### config.mk
export PLATFORM = sky130hd
export DESIGN_NAME = psum_accum
export DESIGN_NICKNAME = d
export VERILOG_FILES = /design/src/rtl/psum_accum_pkg.sv /design/src/rtl/psum_lane_sat_add.sv /design/src/rtl/psum_accum.sv
export SDC_FILE = /design/constraint.sdc
export NUM_CORES = 2
export LEC_CHECK = 0
export ABC_AREA = 1
export CAP_MARGIN = 20
export CORE_UTILIZATION = 40
export DETAILED_ROUTE_END_ITERATION = 6
export PLACE_DENSITY_LB_ADDON = 0.05
export SYNTH_ARGS = -nofsm -noshare
export SYNTH_HDL_FRONTEND = slang
export SYNTH_HIERARCHICAL = 1
export SYNTH_SLANG_ARGS = --single-unit
### constraint.sdc
create_clock -name clk -period 8.9 [get_ports clk]
set_clock_uncertainty 0.2 [all_clocks]
set_input_delay 1.78 -clock clk [delete_from_list [all_inputs] [get_ports clk]]
set_output_delay 1.78 -clock clk [all_outputs]
set_load 0.01 [all_outputs]
### src/rtl/psum_accum_pkg.sv
// psum_accum shared types: FSM encoding and lane
// saturation limits for the default psum width.
package psum_accum_pkg;

  typedef enum logic [1:0] {
    S_IDLE,
    S_ACCUM,
    S_DRAIN,
    S_DONE
  } state_t;

  localparam int PSUM_BW = 16;

  localparam logic signed [PSUM_BW-1:0] SAT_MAX =
    {1'b0, {(PSUM_BW-1){1'b1}}};
  localparam logic signed [PSUM_BW-1:0] SAT_MIN =
    {1'b1, {(PSUM_BW-1){1'b0}}};

endpackage

### src/rtl/psum_lane_sat_add.sv
// One lane: saturating accumulate (or first-kij load)
// plus an independent ReLU path for the drain side.
module psum_lane_sat_add
  import psum_accum_pkg::*;
#(
  parameter int psum_bw = PSUM_BW
) (
  input  logic signed [psum_bw-1:0] acc,
  input  logic signed [psum_bw-1:0] din,
  input  logic                      first,
  input  logic signed [psum_bw-1:0] dv,
  input  logic                      relu,
  output logic signed [psum_bw-1:0] sum,
  output logic signed [psum_bw-1:0] act
);

  localparam logic signed [psum_bw-1:0] MAXV =
    (psum_bw == PSUM_BW) ? SAT_MAX
                         : {1'b0, {(psum_bw-1){1'b1}}};
  localparam logic signed [psum_bw-1:0] MINV =
    (psum_bw == PSUM_BW) ? SAT_MIN
                         : {1'b1, {(psum_bw-1){1'b0}}};

  logic signed [psum_bw:0] wide;

  assign wide = {acc[psum_bw-1], acc}
              + {din[psum_bw-1], din};

  // one extra bit: top two bits differ only on overflow
  always_comb begin
    sum = wide[psum_bw-1:0];
    if (first)
      sum = din;
    else if (wide[psum_bw] != wide[psum_bw-1])
      sum = wide[psum_bw] ? MINV : MAXV;
  end

  assign act = (relu && dv[psum_bw-1]) ? '0 : dv;

endmodule

### src/rtl/psum_accum.sv
// Pops ofifo words, accumulates them across kij into a
// local buffer, then drains the sums one row per cycle.
module psum_accum
  import psum_accum_pkg::*;
#(
  parameter int psum_bw = PSUM_BW,
  parameter int col     = 8,
  parameter int depth   = 16,
  parameter int aw      = 4,
  parameter int kw      = 4
) (
  input  logic                   clk,
  input  logic                   reset,
  input  logic                   start,
  input  logic [aw:0]            num_o,
  input  logic [kw-1:0]          num_kij,
  input  logic                   relu_en,
  input  logic [col*psum_bw-1:0] in_psum,
  input  logic                   in_valid,
  output logic                   rd_ofifo,
  output logic [col*psum_bw-1:0] out_psum,
  output logic [aw-1:0]          out_addr,
  output logic                   out_valid,
  output logic                   busy,
  output logic                   done
);

  state_t               state;
  logic [aw:0]          num_o_q;
  logic [kw-1:0]        num_kij_q;
  logic                 relu_q;
  logic [aw-1:0]        o_cnt;
  logic [kw-1:0]        k_cnt;
  logic [aw-1:0]        p;
  logic [col*psum_bw-1:0] mem [depth];

  logic [col*psum_bw-1:0] rd_word;
  logic [col*psum_bw-1:0] dr_word;
  logic [col*psum_bw-1:0] sum_w;
  logic [col*psum_bw-1:0] act_w;
  logic                   pop;
  logic                   last_o;
  logic                   last_k;
  logic                   last_p;

  assign pop      = (state == S_ACCUM) && in_valid;
  assign rd_ofifo = pop;
  assign busy     = (state != S_IDLE);

  assign rd_word = mem[o_cnt];
  assign dr_word = mem[p];

  assign last_o = ({1'b0, o_cnt} == num_o_q - 1'b1);
  assign last_k = (k_cnt == num_kij_q - 1'b1);
  assign last_p = ({1'b0, p} == num_o_q - 1'b1);

  for (genvar g = 0; g < col; g++) begin : g_lane
    psum_lane_sat_add #(
      .psum_bw(psum_bw)
    ) u_lane (
      .acc  (rd_word[g*psum_bw +: psum_bw]),
      .din  (in_psum[g*psum_bw +: psum_bw]),
      .first(k_cnt == '0),
      .dv   (dr_word[g*psum_bw +: psum_bw]),
      .relu (relu_q),
      .sum  (sum_w[g*psum_bw +: psum_bw]),
      .act  (act_w[g*psum_bw +: psum_bw])
    );
  end

  // buffer is left uncleared; the kij==0 pass loads it
  always_ff @(posedge clk) begin
    if (pop)
      mem[o_cnt] <= sum_w;
  end

  always_ff @(posedge clk or negedge reset) begin
    if (!reset) begin
      state     <= S_IDLE;
      num_o_q   <= '0;
      num_kij_q <= '0;
      relu_q    <= 1'b0;
      o_cnt     <= '0;
      k_cnt     <= '0;
      p         <= '0;
      out_psum  <= '0;
      out_addr  <= '0;
      out_valid <= 1'b0;
      done      <= 1'b0;
    end else begin
      out_valid <= 1'b0;
      done      <= (state == S_DONE);
      unique case (state)
        S_IDLE: begin
          if (start) begin
            num_o_q   <= num_o;
            num_kij_q <= num_kij;
            relu_q    <= relu_en;
            o_cnt     <= '0;
            k_cnt     <= '0;
            p         <= '0;
            if (num_o == '0 || num_kij == '0)
              state <= S_DONE;
            else
              state <= S_ACCUM;
          end
        end
        S_ACCUM: begin
          if (pop) begin
            if (last_o) begin
              o_cnt <= '0;
              if (last_k) begin
                k_cnt <= '0;
                state <= S_DRAIN;
              end else begin
                k_cnt <= k_cnt + 1'b1;
              end
            end else begin
              o_cnt <= o_cnt + 1'b1;
            end
          end
        end
        S_DRAIN: begin
          out_valid <= 1'b1;
          out_addr  <= p;
          out_psum  <= act_w;
          if (last_p) begin
            p     <= '0;
            state <= S_DONE;
          end else begin
            p <= p + 1'b1;
          end
        end
        S_DONE: begin
          state <= S_IDLE;
        end
        default: state <= S_IDLE;
      endcase
    end
  end

endmodule

## After elaboration in Yosys (flattened, before gate mapping)

Memories as Yosys holds them, arrays and structs flattened.
Cells that the tools add are included.

| operators by class | value |
|---|---|
| add/sub/neg operators | 13 |
| equal/unequal tests | 19 |
| multiplexer cells | 52 |
| reductions and logical operators | 22 |

Operators with widths:

| kind | number |
|---|---|
| $mux W16 | 32 |
| $add A16 B16 Y17 | 8 |
| $mux W4 | 7 |
| $pmux W4 S2 | 3 |
| $add A4 B1 Y4 const B | 3 |
| $mux W2 | 6 |
| $eq A4 B5 Y1 | 2 |
| $ne A2 B2 Y1 const B | 5 |
| $logic_and A1 B1 Y1 | 9 |
| $logic_not A4 Y1 | 2 |
| $ne A1 B1 Y1 | 8 |
| $pmux W2 S4 | 1 |
| $reduce_bool A2 Y1 | 3 |
| $logic_not A5 Y1 | 1 |
| $reduce_and A5 Y1 | 1 |
| $sub A5 B1 Y5 const B | 1 |
| $eq A2 B2 Y1 const B | 2 |
| $eq A4 B4 Y1 | 1 |
| $reduce_and A2 Y1 | 2 |
| $reduce_and A4 Y1 | 1 |
| $sub A4 B1 Y4 const B | 1 |
| $mux W1 | 3 |
| $reduce_and A3 Y1 | 1 |
| $eq A2 B1 Y1 const B | 1 |
| other kinds (2) | 2 |

| word-level totals | value |
|---|---|
| flip-flop bits (word level) | 158 |
| bits in writable memories | 2048 |
| output and inout port bits | 136 |
| word-level logic and storage cells | 118 |
| memories | 1 |

Memory list:

| name | depth | bits a word | rd ports | clocked after memory_dff | write ports | line | RTL |
|---|---|---|---|---|---|---|---|
| mem | 16 | 128 | 2 | 0 | 1 | psum_accum.sv:35 | `logic [col*psum_bw-1:0] mem [depth];` |

## Longest topological paths before layout

| logic depth | value |
|---|---|
| word-level depth | 6 |
| mapped depth | 24 |

## Modules after synthesis

The synthesis kept the hierarchy.

By module, submodules not included:

| module | times used | cells each | area an instance (um^2) | seq. area each (um^2) |
|---|---|---|---|---|
| psum_accum | 1 | 10492 | 103979.7 | 65452.8 |
| psum_lane_sat_add | 8 | 261 | 1367.6 | 0.0 |

## Least setup slack after synthesis

No wires, ideal clock.

| path | value |
|---|---|
| path type | in2reg |
| from | input port in_valid |
| to | memory mem[0][0] (netlist name), enable pin |
| arrival | 7.420 ns |
| data required time | 8.083 ns |
| path slack | 0.663 ns |
| cell stages on the path | 4 |
| buffers on the path | 0 |
| cell sequence | nand2_1 > inv_1 > nand2_1 > nor2_1 |

| on the way | value |
|---|---|
| cells in the longest elaborated chain, start to end | 3 |

Ends and longest elaborated chain:

| what | line | RTL |
|---|---|---|
| start: declaration | psum_accum.sv:19 | `input logic in_valid,` |
| $logic_and A1 B1 Y1 | psum_accum.sv:46 | `assign pop = (state == S_ACCUM) && in_valid;` |
| via rd_ofifo | psum_accum.sv:20 | `output logic rd_ofifo,` |
| $mux W1 | psum_accum.sv:73 | `if (pop)` |
| $mux W1 (implied by the code) | psum_accum.sv:74 | `mem[o_cnt] <= sum_w;` |
| end: declaration | psum_accum.sv:35 |  |

The timed path passes the listed nets, and every way through them passes these cells.

## Worst setup path after layout

| path | value |
|---|---|
| from | register o_cnt[0] |
| to | memory mem[15][9] (netlist name), data pin |

| on the way | value |
|---|---|
| cells in the longest elaborated chain, start to end | 5 |
| elaborated cells between the ends (all ways) | 6 |
| classes of those cells | add/sub: 1; eq/ne: 1; mux: 3; memory: 1 |

Ends and longest elaborated chain:

| what | line | RTL |
|---|---|---|
| start: declaration | psum_accum.sv:32 | `logic [aw-1:0] o_cnt;` |
| start signal: assignment | psum_accum.sv:119 | `o_cnt <= o_cnt + 1'b1;` |
| $mem_v2 Z16 W128 (*) | n/a |  |
| via rd_word[15] | psum_accum.sv:37 | `logic [col*psum_bw-1:0] rd_word;` |
| $add A16 B16 Y17 (*) | psum_lane_sat_add.sv:27 | `+ {din[psum_bw-1], din};` |
| $mux W16 / $ne A1 B1 Y1 (equally long branches) | psum_lane_sat_add.sv:35, psum_lane_sat_add.sv:34 |  |
| $mux W16 (*) | psum_lane_sat_add.sv:34 | `else if (wide[psum_bw] != wide[psum_bw-1])` |
| $mux W16 (*) | psum_lane_sat_add.sv:32 | `if (first)` |
| via sum_w[9] | psum_accum.sv:39 | `logic [col*psum_bw-1:0] sum_w;` |

The timed path passes the listed nets; every way through them passes the cells marked *.

==> impl_metrics.tcl <==
set metrics [dict create \
    clkTransAtPathRegs_ns 0.06 \
    cts_buffer_depth 4 \
    synth.most_common_cell "o21ai_0" \
    path_cells "buf_4 > buf_12 > a21oi_1 > o21ai_0 > o21ai_0 > nand2_1 > nand4_1 > ha_1 > nand2_1 > inv_1 > nand2_1 > nand2_1 > a21oi_2 > nand2_1 > nand2_1 > nand2_1 > nand2_2 > nand2_1 > a21oi_2" \
    synth-edff-count 2048 \
    die_width_um 538 \
    rows 196 \
    use_met2_pct 44.7 \
    die_h_um 538 \
    synthCells 12580 \
    track_usage_pct 27.4 \
    pin_count 278 \
    status "complete, but fails checks" \
    antenna_found_initial 10 \
    start_util_pct 40.3 \
    grt_pass1_wl_um 596000 \
    ys.flop_type "edfxtp_1" \
    max_slew_margin_pct 22.2 \
    coreArea_um2 285000 \
    portBuffers 277 \
    tightest_slew_ns 1.17 \
    route.detailed.drc 1 \
    grt_setup_unrepaired "no" \
    cts_buffers 266 \
    ant_nets 0 \
    htreeDepth 5 \
    drv_slew 0 \
    setup_viol 0 \
    grt_remaining_overflow 0 \
    netlist_area_um2 115000 \
    first_iter_violations 9593 \
    synth.avg_cell_area_um2 9.14 \
    critical-path-max-stage-delay_ns 0.93 \
    grt_max_degree 242 \
    violations "DRC" \
    register_area_um2 65500 \
    cts.repair.resized 0 \
    synth-async-reset-ratio_pct 7.16 \
    ctsHoldBuffers 0 \
    ys_top_cells_by_count "o21ai_0, edfxtp_1, nand2_1" \
    cp-start-kind "flip-flop" \
    total_power_mw 44.8 \
    synth_top_cells_by_area "edfxtp_1, o21ai_0, nand2_1" \
    design_area_um2 129000 \
    clockRootBuffer "clkbuf_16" \
    fin_util_pct 45.1 \
    dpl-instance-area_um2 120000 \
    num_vias 94980 \
    hold_viol 0 \
    dp_hpwl_um 214000 \
    fillCellCount 27053 \
    leakage_nw 46.0 \
    cap_violations 0 \
    cpMostUsedCell "nand2_1" \
    use_met1_pct 38.1 \
    synth_warnings 6 \
    critPathKind "flip-flop to flip-flop" \
    path_delay_family "buffers and inverters" \
    finalSetupTns_ns 0 \
    min_period_over_period_pct 70.7 \
    synth_seq_cells 2206 \
    layout-drive-gt1-share_pct 6.03 \
    synth_top_area_share_pct 53.5 \
    gp_congestion 0.852 \
    cts_tree "done" \
    yosys.area.top_type "edfxtp_1" \
    area_growth_pct 11.9 \
    grt_pass1_vias 90985 \
    clk_latency_ns 0.90 \
    post_cts_buffers 0 \
    vias_per_cell 5.80 \
    first_pass_iters 7 \
    fin_cells 16376 \
    required_ns 9.21 \
    cp_data_arrival_time_ns 6.61 \
    drt-total-wl_um 406000 \
    seq_area_frac_synth_pct 57.0 \
    gr-max-usage-layer "met2" \
    use_met3_pct 3.39 \
    path_buf_inv 3 \
    detail_route.wl_per_cell_um 24.8 \
    end_kind "flip-flop" \
    multi_input_area_um2 42000 \
    cp_max_fo 151 \
    cts_sinks 2206 \
    worst_path_max_delay_cell "dfrtp_4" \
    power_density_nw_per_um2 348 \
    dieArea_um2 289000 \
    final.min_clock_period_ns 6.29 \
    peakVddDrop_uv 203 \
    dp_cells 15901 \
    synth_nets 12871 \
    worst_hold_path_type "flip-flop to flip-flop" \
    nets 12712 \
    max_freq_ghz 0.159 \
    synth_cell_type_count 38 \
]
[sequential cells by signal, indices dropped and copies added, names as in the netlist]
name,flops
mem,2048
out_psum,128
num_o_q,5
k_cnt,4
num_kij_q,4
o_cnt,4
out_addr,4
p,4
state,2
done,1
out_valid,1
relu_q,1
[cells in the final DEF, fill, tap and decap left out, drive strengths merged, types with 3 or more instances in the layout]
cell type and n:
o21ai 3024, edfxtp 2048, nand2 1821, nor2 1579, a21oi 1225, inv 924, clkbuf 354, clkdlybuf4s50 276
buf 186, o211ai 163, dfrtp 158, nand3 150, nand4 141, ha 141, o22ai 84, clkinv 82
o221ai 80, xor2 59, xnor2 25, nor3 21, o21bai 16, bufinv 13, or2 8, nand3b 8
and2 8, fa 8, clkinvlp 6, diode 3
[metrics by stage]
step           worst slack, ns  hold slack, ns
6_report                  2.61           0.269
5_1_grt                   2.22           0.285
4_1_cts                   2.61           0.272
3_5_place_dp              2.62           0.258
3_3_place_gp              2.73           0.255
2_1_floorplan            0.663           0.275
[cell type report]
cell class                      count  area share [%]
Antenna cell                        3         0.00584
Clock buffer                      354            5.63
Clock inverter                    104           0.762
Inverter                          921            2.73
Multi-Input combinational cell   8564            32.7
Sequential cell                  2206            50.9
Tap cell                         3762            3.66
Timing Repair Buffer              462            3.62
[layer usage]
metal | part of all wire [%] | wire (µm) | up-vias
met5 | 0.0025 | 10 | -
li1 | - | - | 43702
met4 | 2.7 | 10900 | 2
met3 | 7.3 | 29500 | 641
met2 | 46 | 188000 | 4035
met1 | 44 | 177000 | 46600
[final timing paths]
path / from / endpoint / slack [ns] / cells after the start
worst max register to register: o_cnt[0]$_DFFE_PN0P_ / mem[15][9]$_DFFE_PP_ / 2.61 / 19
max in group asynchronous: reset / out_psum[57]$_DFFE_PN0P_ / 6.38 / 2
worst min-delay path: out_psum[108]$_DFFE_PN0P_ / out_psum[108]$_DFFE_PN0P_ / 0.27 / 2
worst max-delay path: o_cnt[0]$_DFFE_PN0P_ / mem[15][9]$_DFFE_PP_ / 2.61 / 19
worst min register to register: out_psum[108]$_DFFE_PN0P_ / out_psum[108]$_DFFE_PN0P_ / 0.27 / 2
min in group asynchronous: reset / out_psum[113]$_DFFE_PN0P_ / 0.70 / 1
[cells by family after synthesis]
group,after synthesis,synth area share (%)
flops,2206,57.0
compound gates,4594,21.2
mux,1,0.00980
fa+ha+maj,149,1.67
simple gates,3736,12.9
buf+inv,1810,6.61
xor+xnor,84,0.640
[worst reg2reg max path: stages (launching register included)]
cell and delay, ns:
dfrtp_4 0.93, buf_4 0.89, buf_12 0.63, a21oi_1 0.15, o21ai_0 0.10, o21ai_0 0.11, nand2_1 0.07, nand4_1 0.34
ha_1 0.51, nand2_1 0.17, inv_1 0.06, nand2_1 0.06, nand2_1 0.06, a21oi_2 0.15, nand2_1 0.09, nand2_1 0.06
nand2_1 0.06, nand2_2 0.28, nand2_1 0.12, a21oi_2 0.85
[power by group]
part	switching (mW)	internal, mW	total [mW]
clock network	4.43	6.11	10.5
registers	0.456	14.5	14.9
logic	13.9	5.46	19.3
total	18.7	26.0	44.8
Power figures use the tool's default switching activity.
